### src/rtl/led_stream_receiver.sv
// ---------------------------------------------------------------------------
// led_stream_receiver
//
// This block is the receive end of the serial LED link. It deserializes the
// bit stream and the active-low latch pulse that the LED shift driver
// produces, and presents each completed frame as a parallel word in natural
// bit order. It runs in the same clock domain as the transmitter.
//
// Parameters:
//   WIDTH        frame length in bits (even, >= 4)
//   SWAP_HALVES  1: the wire carries the low half MSB-first, then the high
//                half MSB-first. 0: the wire carries the word plainly,
//                MSB-first.
//
// Ports:
//   i_CLK         system clock, rising edge
//   i_RESET       synchronous reset, active-high
//   i_SerData     serial data bit, valid while i_SerEn=1
//   i_SerEn       bit strobe
//   i_SerLatch    frame latch, active low; its first low cycle ends a frame
//   o_Data16      last good frame, restored to natural bit order
//   o_Valid       one-cycle pulse: o_Data16 updated
//   o_FrameErr    one-cycle pulse: latch seen with bit count != WIDTH
//   o_Busy        a partial frame is held (bit count > 0)
//
// Optional feature, macro LED_RX_FRAME_COUNT_EN:
//   o_FrameCount  good-frame counter, wraps 255 -> 0
//   o_ErrCount    frame-error counter, saturates at 255
// ---------------------------------------------------------------------------
module led_stream_receiver #(
  parameter int WIDTH       = 16,
  parameter bit SWAP_HALVES = 1'b1
) (
  input  logic             i_CLK,
  input  logic             i_RESET,
  input  logic             i_SerData,
  input  logic             i_SerEn,
  input  logic             i_SerLatch,
  output logic [WIDTH-1:0] o_Data16,
  output logic             o_Valid,
  output logic             o_FrameErr,
`ifdef LED_RX_FRAME_COUNT_EN
  output logic             o_Busy,
  output logic [7:0]       o_FrameCount,
  output logic [7:0]       o_ErrCount
`else
  output logic             o_Busy
`endif
);

  localparam int HALF = WIDTH / 2;
  // The counter must be able to hold WIDTH+1, which is the overrun marker.
  localparam int CW   = $clog2(WIDTH + 2);
  localparam logic [CW-1:0] CNT_FULL = CW'(WIDTH);
  localparam logic [CW-1:0] CNT_OVR  = CW'(WIDTH + 1);

  typedef enum logic [1:0] {
    IDLE,
    SHIFT,
    OVER
  } state_t;

  state_t           state;
  logic [WIDTH-1:0] sr;
  logic [CW-1:0]    count;
  logic             latch_q;
  logic             latch_fall;

  // This function restores the natural bit order of a shifted-in frame.
  function automatic logic [WIDTH-1:0] unswap(input logic [WIDTH-1:0] s);
    if (SWAP_HALVES)
      return {s[HALF-1:0], s[WIDTH-1:HALF]};
    else
      return s;
  endfunction

  // Only the first low cycle of the latch ends a frame. A latch that is held
  // low keeps latch_q low, so the later low cycles produce no second event.
  assign latch_fall = !i_SerLatch && latch_q;

  always_ff @(posedge i_CLK) begin
    // NOTE: every register in this block uses non-blocking assignment. The
    // branches below then read the pre-edge values of count and state, which
    // keeps the behaviour independent of statement order.
    if (i_RESET) begin
      state      <= IDLE;
      sr         <= '0;
      count      <= '0;
      latch_q    <= 1'b1;
      o_Data16   <= '0;
      o_Valid    <= 1'b0;
      o_FrameErr <= 1'b0;
      o_Busy     <= 1'b0;
    end else begin
      latch_q    <= i_SerLatch;
      o_Valid    <= 1'b0;
      o_FrameErr <= 1'b0;
      if (latch_fall) begin
        // The latch has priority over a strobe in the same cycle, so that
        // bit is dropped and not counted.
        state  <= IDLE;
        count  <= '0;
        o_Busy <= 1'b0;
        if (count == CNT_FULL) begin
          o_Data16 <= unswap(sr);
          o_Valid  <= 1'b1;
        end else begin
          o_FrameErr <= 1'b1;
        end
      end else if (i_SerEn && i_SerLatch) begin
        sr     <= {sr[WIDTH-2:0], i_SerData};
        o_Busy <= 1'b1;
        if (state == OVER) begin
          // The counter saturates here. Later bits are still shifted in,
          // but the frame is already marked as bad.
          count <= CNT_OVR;
        end else if (count == CNT_FULL) begin
          count <= CNT_OVR;
          state <= OVER;
        end else begin
          count <= count + 1'b1;
          state <= SHIFT;
        end
      end
    end
  end

`ifdef LED_RX_FRAME_COUNT_EN
  // The counters follow the registered pulses, so each one settles one cycle
  // after its pulse.
  always_ff @(posedge i_CLK) begin
    if (i_RESET) begin
      o_FrameCount <= '0;
      o_ErrCount   <= '0;
    end else begin
      if (o_Valid)
        o_FrameCount <= o_FrameCount + 8'd1;
      if (o_FrameErr && (o_ErrCount != 8'hFF))
        o_ErrCount <= o_ErrCount + 8'd1;
    end
  end
`endif

endmodule

### config.mk
export PLATFORM = sky130hd
export DESIGN_NAME = led_stream_receiver
export DESIGN_NICKNAME = d
export VERILOG_FILES = /design/src/rtl/led_stream_receiver.sv
export SDC_FILE = /design/constraint.sdc
export NUM_CORES = 1
export LEC_CHECK = 0
export CORE_MARGIN = 3
export CORE_UTILIZATION = 35
export DETAILED_ROUTE_END_ITERATION = 10
export GPL_TIMING_DRIVEN = 0
export SLEW_MARGIN = 20
export SYNTH_ARGS = -nofsm -noshare
export SYNTH_HDL_FRONTEND = slang
export SYNTH_SLANG_ARGS = --single-unit
### constraint.sdc
create_clock -name i_CLK -period 4.13 [get_ports i_CLK]
set_clock_uncertainty 0.2 [all_clocks]
set_input_delay 0.826 -clock i_CLK [delete_from_list [all_inputs] [get_ports i_CLK]]
set_output_delay 0.826 -clock i_CLK [all_outputs]
set_load 0.05 [all_outputs]
## After elaboration in Yosys (flattened, before gate mapping)

Index checks and enable logic that the tools add are counted.
W data, S select, Z words.

| word-level totals | value |
|---|---|
| output and inout port bits | 19 |
| memory bits (writable) | 0 |
| bits in latches | 0 |
| flip-flop bits (word level) | 43 |
| bits of input ports | 5 |
| logic and storage cells | 26 |
| ROM bits | 0 |
| memories | 0 |

| cells by class | value |
|---|---|
| magnitude comparators | 0 |
| equal/unequal tests | 2 |
| reduce and logical (&&, ||, !) cells | 8 |
| bitwise gates (word level) | 2 |
| divide/modulo/power cells | 0 |
| $add $sub $neg | 1 |
| shift-type cells | 0 |
| multipliers | 0 |
| mux-type cells | 5 |

Operators with widths:

| kind | number |
|---|---|
| $mux W5 | 2 |
| $reduce_and A2 Y1 | 3 |
| $add A5 B1 Y5 const B | 1 |
| $eq A5 B5 Y1 const B | 1 |
| $reduce_or A2 Y1 | 2 |
| $eq A2 B2 Y1 const B | 1 |
| $logic_and A1 B1 Y1 | 2 |
| $mux W1 | 2 |
| $mux W2 | 1 |
| $not A1 Y1 | 2 |
| $logic_not A1 Y1 | 1 |

## Depth between registers and ports, before layout

Gate-level depths: netlist (run 1).

| depth | value |
|---|---|
| depth after elaboration | 4 |
| depth in mapped cells | 8 |
| gate-level depth less buffers | 6 |

## Least setup slack after synthesis (run 1)

No wires, ideal clock.

| timing path | value |
|---|---|
| path type | input to register |
| from | in i_SerLatch |
| to | reg o_Data16[10] |
| path buffers | 2 |
| stages on the path | 6 |
| slack | 2240 ps |
| library setup time | 142 ps |
| data arrival time | 1548 ps |
| data required time | 3788 ps |
| cell sequence | nand2b_1 nand2b_1 buf_4 buf_4 nand2_1 a21oi_2 |

| between the ends | value |
|---|---|
| word-level cells in the longest chain between the ends | 3 |

RTL lines:

| item | line | source |
|---|---|---|
| start, declared | 38 | `input logic i_SerLatch,` |
| $logic_not A1 Y1 | 79 | `assign latch_fall = !i_SerLatch && latch_q;` |
| $logic_and A1 B1 Y1 | 79 |  |
| $reduce_and A2 Y1 (no source line) | - |  |
| end signal, assigned | 105 | `o_Data16 <= unswap(sr);` |
| end, declared | 39 | `output logic [WIDTH-1:0] o_Data16,` |

Every way passes these cells.
A chain may end at the register's enable or synchronous reset.

## Final worst setup path (run 1)

| timing path | value |
|---|---|
| from | reg o_Data16[7] |
| to | out o_Data16[7] |

No word-level cell between the ends.

==> results of run 1 <==
-- area by class of cell --
class	instances	area (sq um)
clock inverters	1	5.00
clock buffers	7	76.3
inverters	3	11.3
flip-flops and latches	43	861
plain buffers	14	80.1
fillers	473	2450
repair buffers	22	220
well taps	52	65.1
multi-input cells	137	703
-- per-layer routing --
metal  part of all wire, %  vias up  wire [um]
met5                     0        -          0
met4                   2.9        0         93
met3                   3.0        7         96
met2                    43       21       1380
met1                    51      611       1620
li1                      -      696          -
-- registers in the layout, indices dropped and copies added (netlist names) --
| register | cells |
|---|---|
| count | 5 |
| o_Valid | 1 |
| sr | 16 |
| o_FrameErr | 1 |
| o_Busy | 1 |
| latch_q | 1 |
| state | 2 |
| o_Data16 | 16 |
-- power by group --
group / total [W] / switching [W] / internal [W]
sequential: 0.000419 / 0.00000216 / 0.000417
combinational: 0.0000334 / 0.0000230 / 0.0000104
clock: 0.000259 / 0.000140 / 0.000119
total: 0.000712 / 0.000165 / 0.000547
-- worst min-delay path: stages (launching register included) --
cell and delay [ps]:
dfxtp_1 310, nand2_1 50, a21oi_1 50
-- worst max path at each step --
stage | startpoint | end | slack (ps) | cells after the start
after global placement | i_SerLatch | sr[4]$_SDFFE_PP0P_ | 1590 | 6
after global routing | o_Data16[6]$_SDFFE_PP0P_ | o_Data16[6] | 1600 | 1
after floorplan | i_SerLatch | o_Data16[10]$_SDFFE_PP0P_ | 2240 | 6
after CTS | o_Data16[7]$_SDFFE_PP0P_ | o_Data16[7] | 1640 | 1
after detailed placement | i_SerLatch | sr[3]$_SDFFE_PP0P_ | 1590 | 6
final | o_Data16[7]$_SDFFE_PP0P_ | o_Data16[7] | 1670 | 1
-- cells in the mapped netlist --
library cell,instances
a22oi_1,2
and2_1,1
buf_8,1
o21ai_0,2
buf_4,2
buf_6,1
a211oi_1,2
nand3b_1,2
nand2b_1,3
and2b_1,1
ha_1,2
nor2_1,10
nand3_1,1
a21oi_1,23
or2_2,1
clkbuf_1,9
nand2_1,59
nand2_2,10
dfxtp_1,43
and4bb_2,1
nor2b_1,1
buf_2,1
and3_1,1
a221oi_1,1
a21oi_2,10
nor3_1,3
a31oi_1,1
inv_1,3
-- cells in the final DEF (no fill, tap or decap), drive strengths merged --
cell and instances:
clkinv 1, nor2 10, a31oi 1, nand3 1, a21oi 33, buf 5
nor3 3, nand3b 2, clkbuf 16, and2b 1, nand2 69, a22oi 2
and4bb 1, a211oi 2, and3 1, and2 1, or2 1, ha 2
nand2b 3, clkdlybuf4s50 22, inv 3, o21ai 2, a221oi 1, nor2b 1
dfxtp 43
-- logic make-up (layout without fill, tap and decap cells) --
| group | after synthesis | count (layout) | synth area share [%] |
|---|---|---|---|
| adder cells (fa/ha/maj) | 2 | 2 | 1.51 |
| flip-flops | 43 | 43 | 52.0 |
| AND/OR/NAND/NOR | 94 | 94 | 25.4 |
| AO/OA/AOI/OAI | 41 | 41 | 15.6 |
| buffers and inverters | 17 | 47 | 5.52 |
-- per-stage QoR --
step | setup WS (ps) | utilization, % | hold WS, ps | total power, W
finish | 1670 | 45.2 | 255 | 0.000712
global route | 1600 | 45.2 | 269 | 0.000743
CTS | 1640 | 45.2 | 257 | 0.000725
detailed placement | 1590 | 43.4 | 246 | 0.000463
global placement | 1590 | 43.4 | 242 | 0.000463
floorplan | 2240 | - | 235 | 0.000451
==> results.py, run 1 <==
metrics = {
    "synthesis": {
        "synth_fp_nets": 204,
        "ys_types": 28,
        "synthTopCellsByArea": "dfxtp_1, nand2_1, a21oi_1, a21oi_2, nand2_2",
        "ys_warn_count": 0,
        "yosys_register_bits": 43,
        "synth.cell_area_sq_um": 1660,
        "synth_area_leader_cell": "dfxtp_1",
        "postSynthCellCount": 197,
        "synth.top_cell.area_share_pct": 52.0,
        "ys_seq_area_share_pct": 52.0,
        "synth_area_per_cell_sq_um": 8.40,
    },
    "placement": {
        "dp_hpwl_um": 2180,
        "gp_congestion": 0.778,
        "io_buffer_count": 22,
        "dp_cells": 271,
        "dpl_cell_area_sq_um": 1940,
    },
    "clock_network": {
        "clock_latency_ps": 290,
        "cts_resized": 0,
        "clock_sinks": 43,
        "htree_num_levels": 2,
        "cts_buffers": 5,
        "clk_pin_slew_ps": 80,
        "cts_root_buf": "clkbuf_8",
        "clockBufferDepth": 2,
        "cts_setup_buffers": 0,
        "tritoncts": "done",
        "ctsHoldBuffers": 0,
    },
    "global_route": {
        "grt_max_degree": 13,
        "antenna_found_initial": 0,
        "overflow": 0,
        "gr-usage-met2_pct": 18.9,
        "gr-max-usage-layer": "met2",
        "grt_pass1_vias": 1246,
        "met3_usage_pct": 2.94,
        "grtUsageTotal_pct": 13.0,
        "grt_pass1_wl_um": 5490,
        "grt_use_met1_pct": 17.2,
    },
    "floorplan": {
        "start_util_pct": 37.0,
        "ioPinCount": 24,
        "dieArea_sq_um": 5590,
        "die_h_um": 74.8,
        "die_w_um": 74.8,
        "rows": 24,
        "coreArea_sq_um": 4470,
    },
    "final_layout": {
        "finalNonFillerCells": 279,
        "antenna_cells": 0,
        "area_growth_pct": 22.1,
        "drive_above_1_share_pct": 14.5,
        "stdcell_area_sq_um": 2020,
        "nNetsFinal": 233,
    },
    "sta": {
        "tightest_slew_ps": 687,
        "fmax_ghz": 0.406,
        "fin_setup_tns_ps": 0,
        "report.final.slew_viol_count": 0,
        "setup-violations-final": 0,
        "hold_viol_final": 0,
        "post-route-period-util_pct": 59.6,
        "max_slew_margin_pct": 54.2,
        "grt_setup_unrepaired": "false",
        "min_period_ps": 2460,
    },
    "drt": {
        "num_vias": 1335,
        "dr.first_iter.drc_count": 82,
        "first_pass_iters": 4,
        "final_antenna_net_count": 0,
        "avgRoutedWirePerCell_um": 11.4,
        "drc_errors": 0,
        "drt_wl_total_um": 3190,
        "avgViaCountPerCell": 4.78,
    },
    "worst_setup_path": {
        "ff2ff_path_depth": 8,
        "critPathTopFamily": "buffers and inverters",
        "cp.buffers_inverters": 1,
        "cp_slowest_cell": "clkdlybuf4s50_1",
        "crit_required_ps": 3100,
        "setup.worst_path.start_class": "register",
        "cp-end-kind": "primary output",
        "rrSetupSlack_ps": 2280,
        "path_cells": "clkdlybuf4s50_1",
        "max_stage_delay_ps": 800,
        "critPathKind": "reg -> out",
        "cp_max_fo": 2,
        "crit-reg2reg-launch": "count[0]$_SDFFE_PP0P_",
        "regToRegEndpoint": "o_Data16[7]$_SDFFE_PP0P_",
        "arrival_ps": 1440,
    },
    "min_path": {
        "hp-class": "reg -> reg",
        "hold_start": "o_Data16[15]$_SDFFE_PP0P_",
        "whs_path_depth": 2,
        "min_to": "o_Data16[15]$_SDFFE_PP0P_",
    },
    "power_and_ir_drop": {
        "power_density_nw_per_um2": 352,
        "worst_ir_drop_vdd_v": 0.000170,
        "leakage_nw": 0.659,
    },
    "job": {
        "max_cap_viol_count": 0,
    },
    "outcome": {
        "run_status": "complete, no violations",
    },
}
Power figures use the tool's default switching activity.
==> run 2: changes to the inputs <==
==> constraint.sdc (replaced) <==
create_clock -name i_CLK -period 2.4 [get_ports i_CLK]
set_clock_uncertainty 0.2 [all_clocks]
set_input_delay 0.48 -clock i_CLK [delete_from_list [all_inputs] [get_ports i_CLK]]
set_output_delay 0.48 -clock i_CLK [all_outputs]
set_load 0.05 [all_outputs]
==> results of run 2 <==
The final DEF is identical to that of run 1. Status: complete, no violations.
Among the figures that moved: setup slack after placement 1590 ps -> 203 ps; setup slack after layout 1670 ps -> 284 ps; register-to-register setup slack 2280 ps -> 550 ps; total power 0.000712 W -> 0.00123 W; worst IR drop on VDD 0.000170 V -> 0.000293 V
==> run 3: changes to the inputs <==
==> constraint.sdc (replaced) <==
create_clock -name i_CLK -period 1.9 [get_ports i_CLK]
set_clock_uncertainty 0.2 [all_clocks]
set_input_delay 0.38 -clock i_CLK [delete_from_list [all_inputs] [get_ports i_CLK]]
set_output_delay 0.38 -clock i_CLK [all_outputs]
set_load 0.05 [all_outputs]
==> run 3 against run 2 <==
  * Die area is the same
  * Critical path depth rose by 7
  * Total power up 26%
  * Global-route usage is the same
  * Non-clock buffer count stayed put
  * Combinational power up 26%
  * Utilization down 0.34 points
  * Clock power up 26%
  * Register-to-register slack lost 450 ps
  * Critical endpoint is now o_Data16[7]$_SDFFE_PP0P_
  * Sequential power grew 26%
==> results.py, run 3 (same netlist as run 1, synthesis figures left out) <==
metrics = {
    "outcome": {
        "run_status": "complete, no violations",
    },
    "power_and_ir_drop": {
        "total_power_w": 0.00155,
        "worst_ir_drop_vdd_v": 0.000370,
        "leakage_nw": 0.754,
        "power_density_nw_per_um2": 770,
    },
    "final_layout": {
        "post-route-util_pct": 44.9,
        "final_cell_mix": "nand2_1, dfxtp_1, a21oi_1",
        "layout_commonest_cell": "nand2_1",
        "nNetsFinal": 233,
        "largestRegisters": "o_Data16: 16 flops, sr: 16 flops, count: 5 flops",
        "area_growth_pct": 21.2,
        "antenna_cells": 0,
        "drive_above_1_share_pct": 16.3,
        "num-fill-cells": 470,
    },
    "global_route": {
        "grtUsageTotal_pct": 13.0,
        "grt_pass1_wl_um": 5490,
        "overflow": 0,
        "grt_pass1_vias": 1244,
        "grt_max_degree": 13,
        "antenna_found_initial": 0,
    },
    "drt": {
        "drc_errors": 0,
        "wl_met2_um": 1400,
        "wl_met1_um": 1610,
        "dr.first_iter.drc_count": 102,
        "first_pass_iters": 4,
        "top_layer_used": "met4",
        "avgRoutedWirePerCell_um": 11.5,
        "avgViaCountPerCell": 4.83,
        "final_antenna_net_count": 0,
        "drt_wl_total_um": 3220,
        "dr_wl_met3_um": 109,
        "num_vias": 1348,
    },
    "clock_network": {
        "clk_pin_slew_ps": 80,
        "cts_root_buf": "clkbuf_8",
        "clock_latency_ps": 290,
        "clockBufferDepth": 2,
        "htree_num_levels": 2,
        "clock_sinks": 43,
        "cts_buffers": 5,
        "tritoncts": "done",
    },
    "worst_setup_path": {
        "cp-end-kind": "register",
        "setup.worst_path.start_class": "register",
        "crit_required_ps": 1860,
        "arrival_ps": 1760,
        "critPathKind": "reg -> reg",
        "cp_max_fo": 10,
    },
    "floorplan": {
        "rows": 24,
        "ioPinCount": 24,
        "die_w_um": 74.8,
        "die_h_um": 74.8,
        "dieArea_sq_um": 5590,
        "start_util_pct": 37.0,
        "coreArea_sq_um": 4470,
    },
    "placement": {
        "gp_congestion": 0.778,
        "dp_hpwl_um": 2180,
        "io_buffer_count": 22,
    },
    "sta": {
        "min_period_ps": 1800,
        "setup-violations-final": 0,
        "tightest_slew_ps": 689,
        "post-route-period-util_pct": 94.8,
        "report.final.slew_viol_count": 0,
        "hold_viol_final": 0,
        "fmax_ghz": 0.555,
        "max_slew_margin_pct": 54.1,
    },
    "min_path": {
        "hp-class": "in -> reg",
    },
    "job": {
        "max_cap_viol_count": 0,
    },
}
==> run 3: through the flow <==
| step | instance area [sq um] | TNS, ps | std cells | hold WS, ps | setup slack (ps) |
|---|---|---|---|---|---|
| after floorplan | 1660 | 0 | 197 | 235 | 203 |
| after global placement | 1940 | -2850 | 271 | 242 | -196 |
| after detailed placement | 1940 | -3080 | 271 | 246 | -197 |
| after CTS | 2000 | 0 | 279 | 234 | 30.9 |
| after global routing | 2010 | -2.24 | 279 | 266 | -2.24 |
| final | 2010 | 0 | 279 | 239 | 98.2 |
==> run 3: timing repair <==
action                                  CTS  global route
gates resized for setup                  19             5
pin swaps                                 0             0
cloned                                    0             0
buffers inserted                          0             0
hold buffers                              0             0
endpoints found under the setup margin   19            17
==> run 3: per-layer routing <==
| layer | vias to the layer above | GRT usage [%] |
|---|---|---|
| li1 | 695 | - |
| met1 | 623 | 17.2 |
| met2 | 23 | 18.9 |
| met3 | 7 | 2.94 |
| met4 | 0 | 8.30 |
| met5 | - | 0 |
==> run 3: path summary, 6_finish.rpt <==
path         slack [ps]                      from  cells past startpoint                  endpoint
max reg2reg         100     count[0]$_SDFFE_PP0P_                      8  o_Data16[7]$_SDFFE_PP0P_
min                 240                   i_RESET                      2        sr[9]$_SDFFE_PP0P_
max                 100     count[0]$_SDFFE_PP0P_                      8  o_Data16[7]$_SDFFE_PP0P_
min reg2reg         250  o_Data16[2]$_SDFFE_PP0P_                      2  o_Data16[2]$_SDFFE_PP0P_
==> run 3: critical path, stage by stage, from the launching register on <==
cell      delay [ps]
dfxtp_2          370
inv_1             50
ha_1             190
and4bb_2         280
and2b_1          180
buf_6            130
buf_8            150
nand2_2           70
a21oi_2           50
==> run 3: cell type report <==
type                            count  area, sq um  area share (%)
Buffer                             14         81.3            4.05
Clock buffer                        7         76.3            3.80
Clock inverter                      1         5.00           0.249
Inverter                            3         11.3           0.561
Multi-Input combinational cell    137          708            35.3
Sequential cell                    43          863            43.0
Tap cell                           52         65.1            3.24
Timing Repair Buffer               22          196            9.79
==> run 3: power breakdown <==
group          internal [W]  leakage, nW  switching (W)  total (W)
combinational     0.0000219        0.363      0.0000503  0.0000722
clock              0.000258       0.0422       0.000303   0.000561
sequential         0.000907        0.348     0.00000462   0.000912
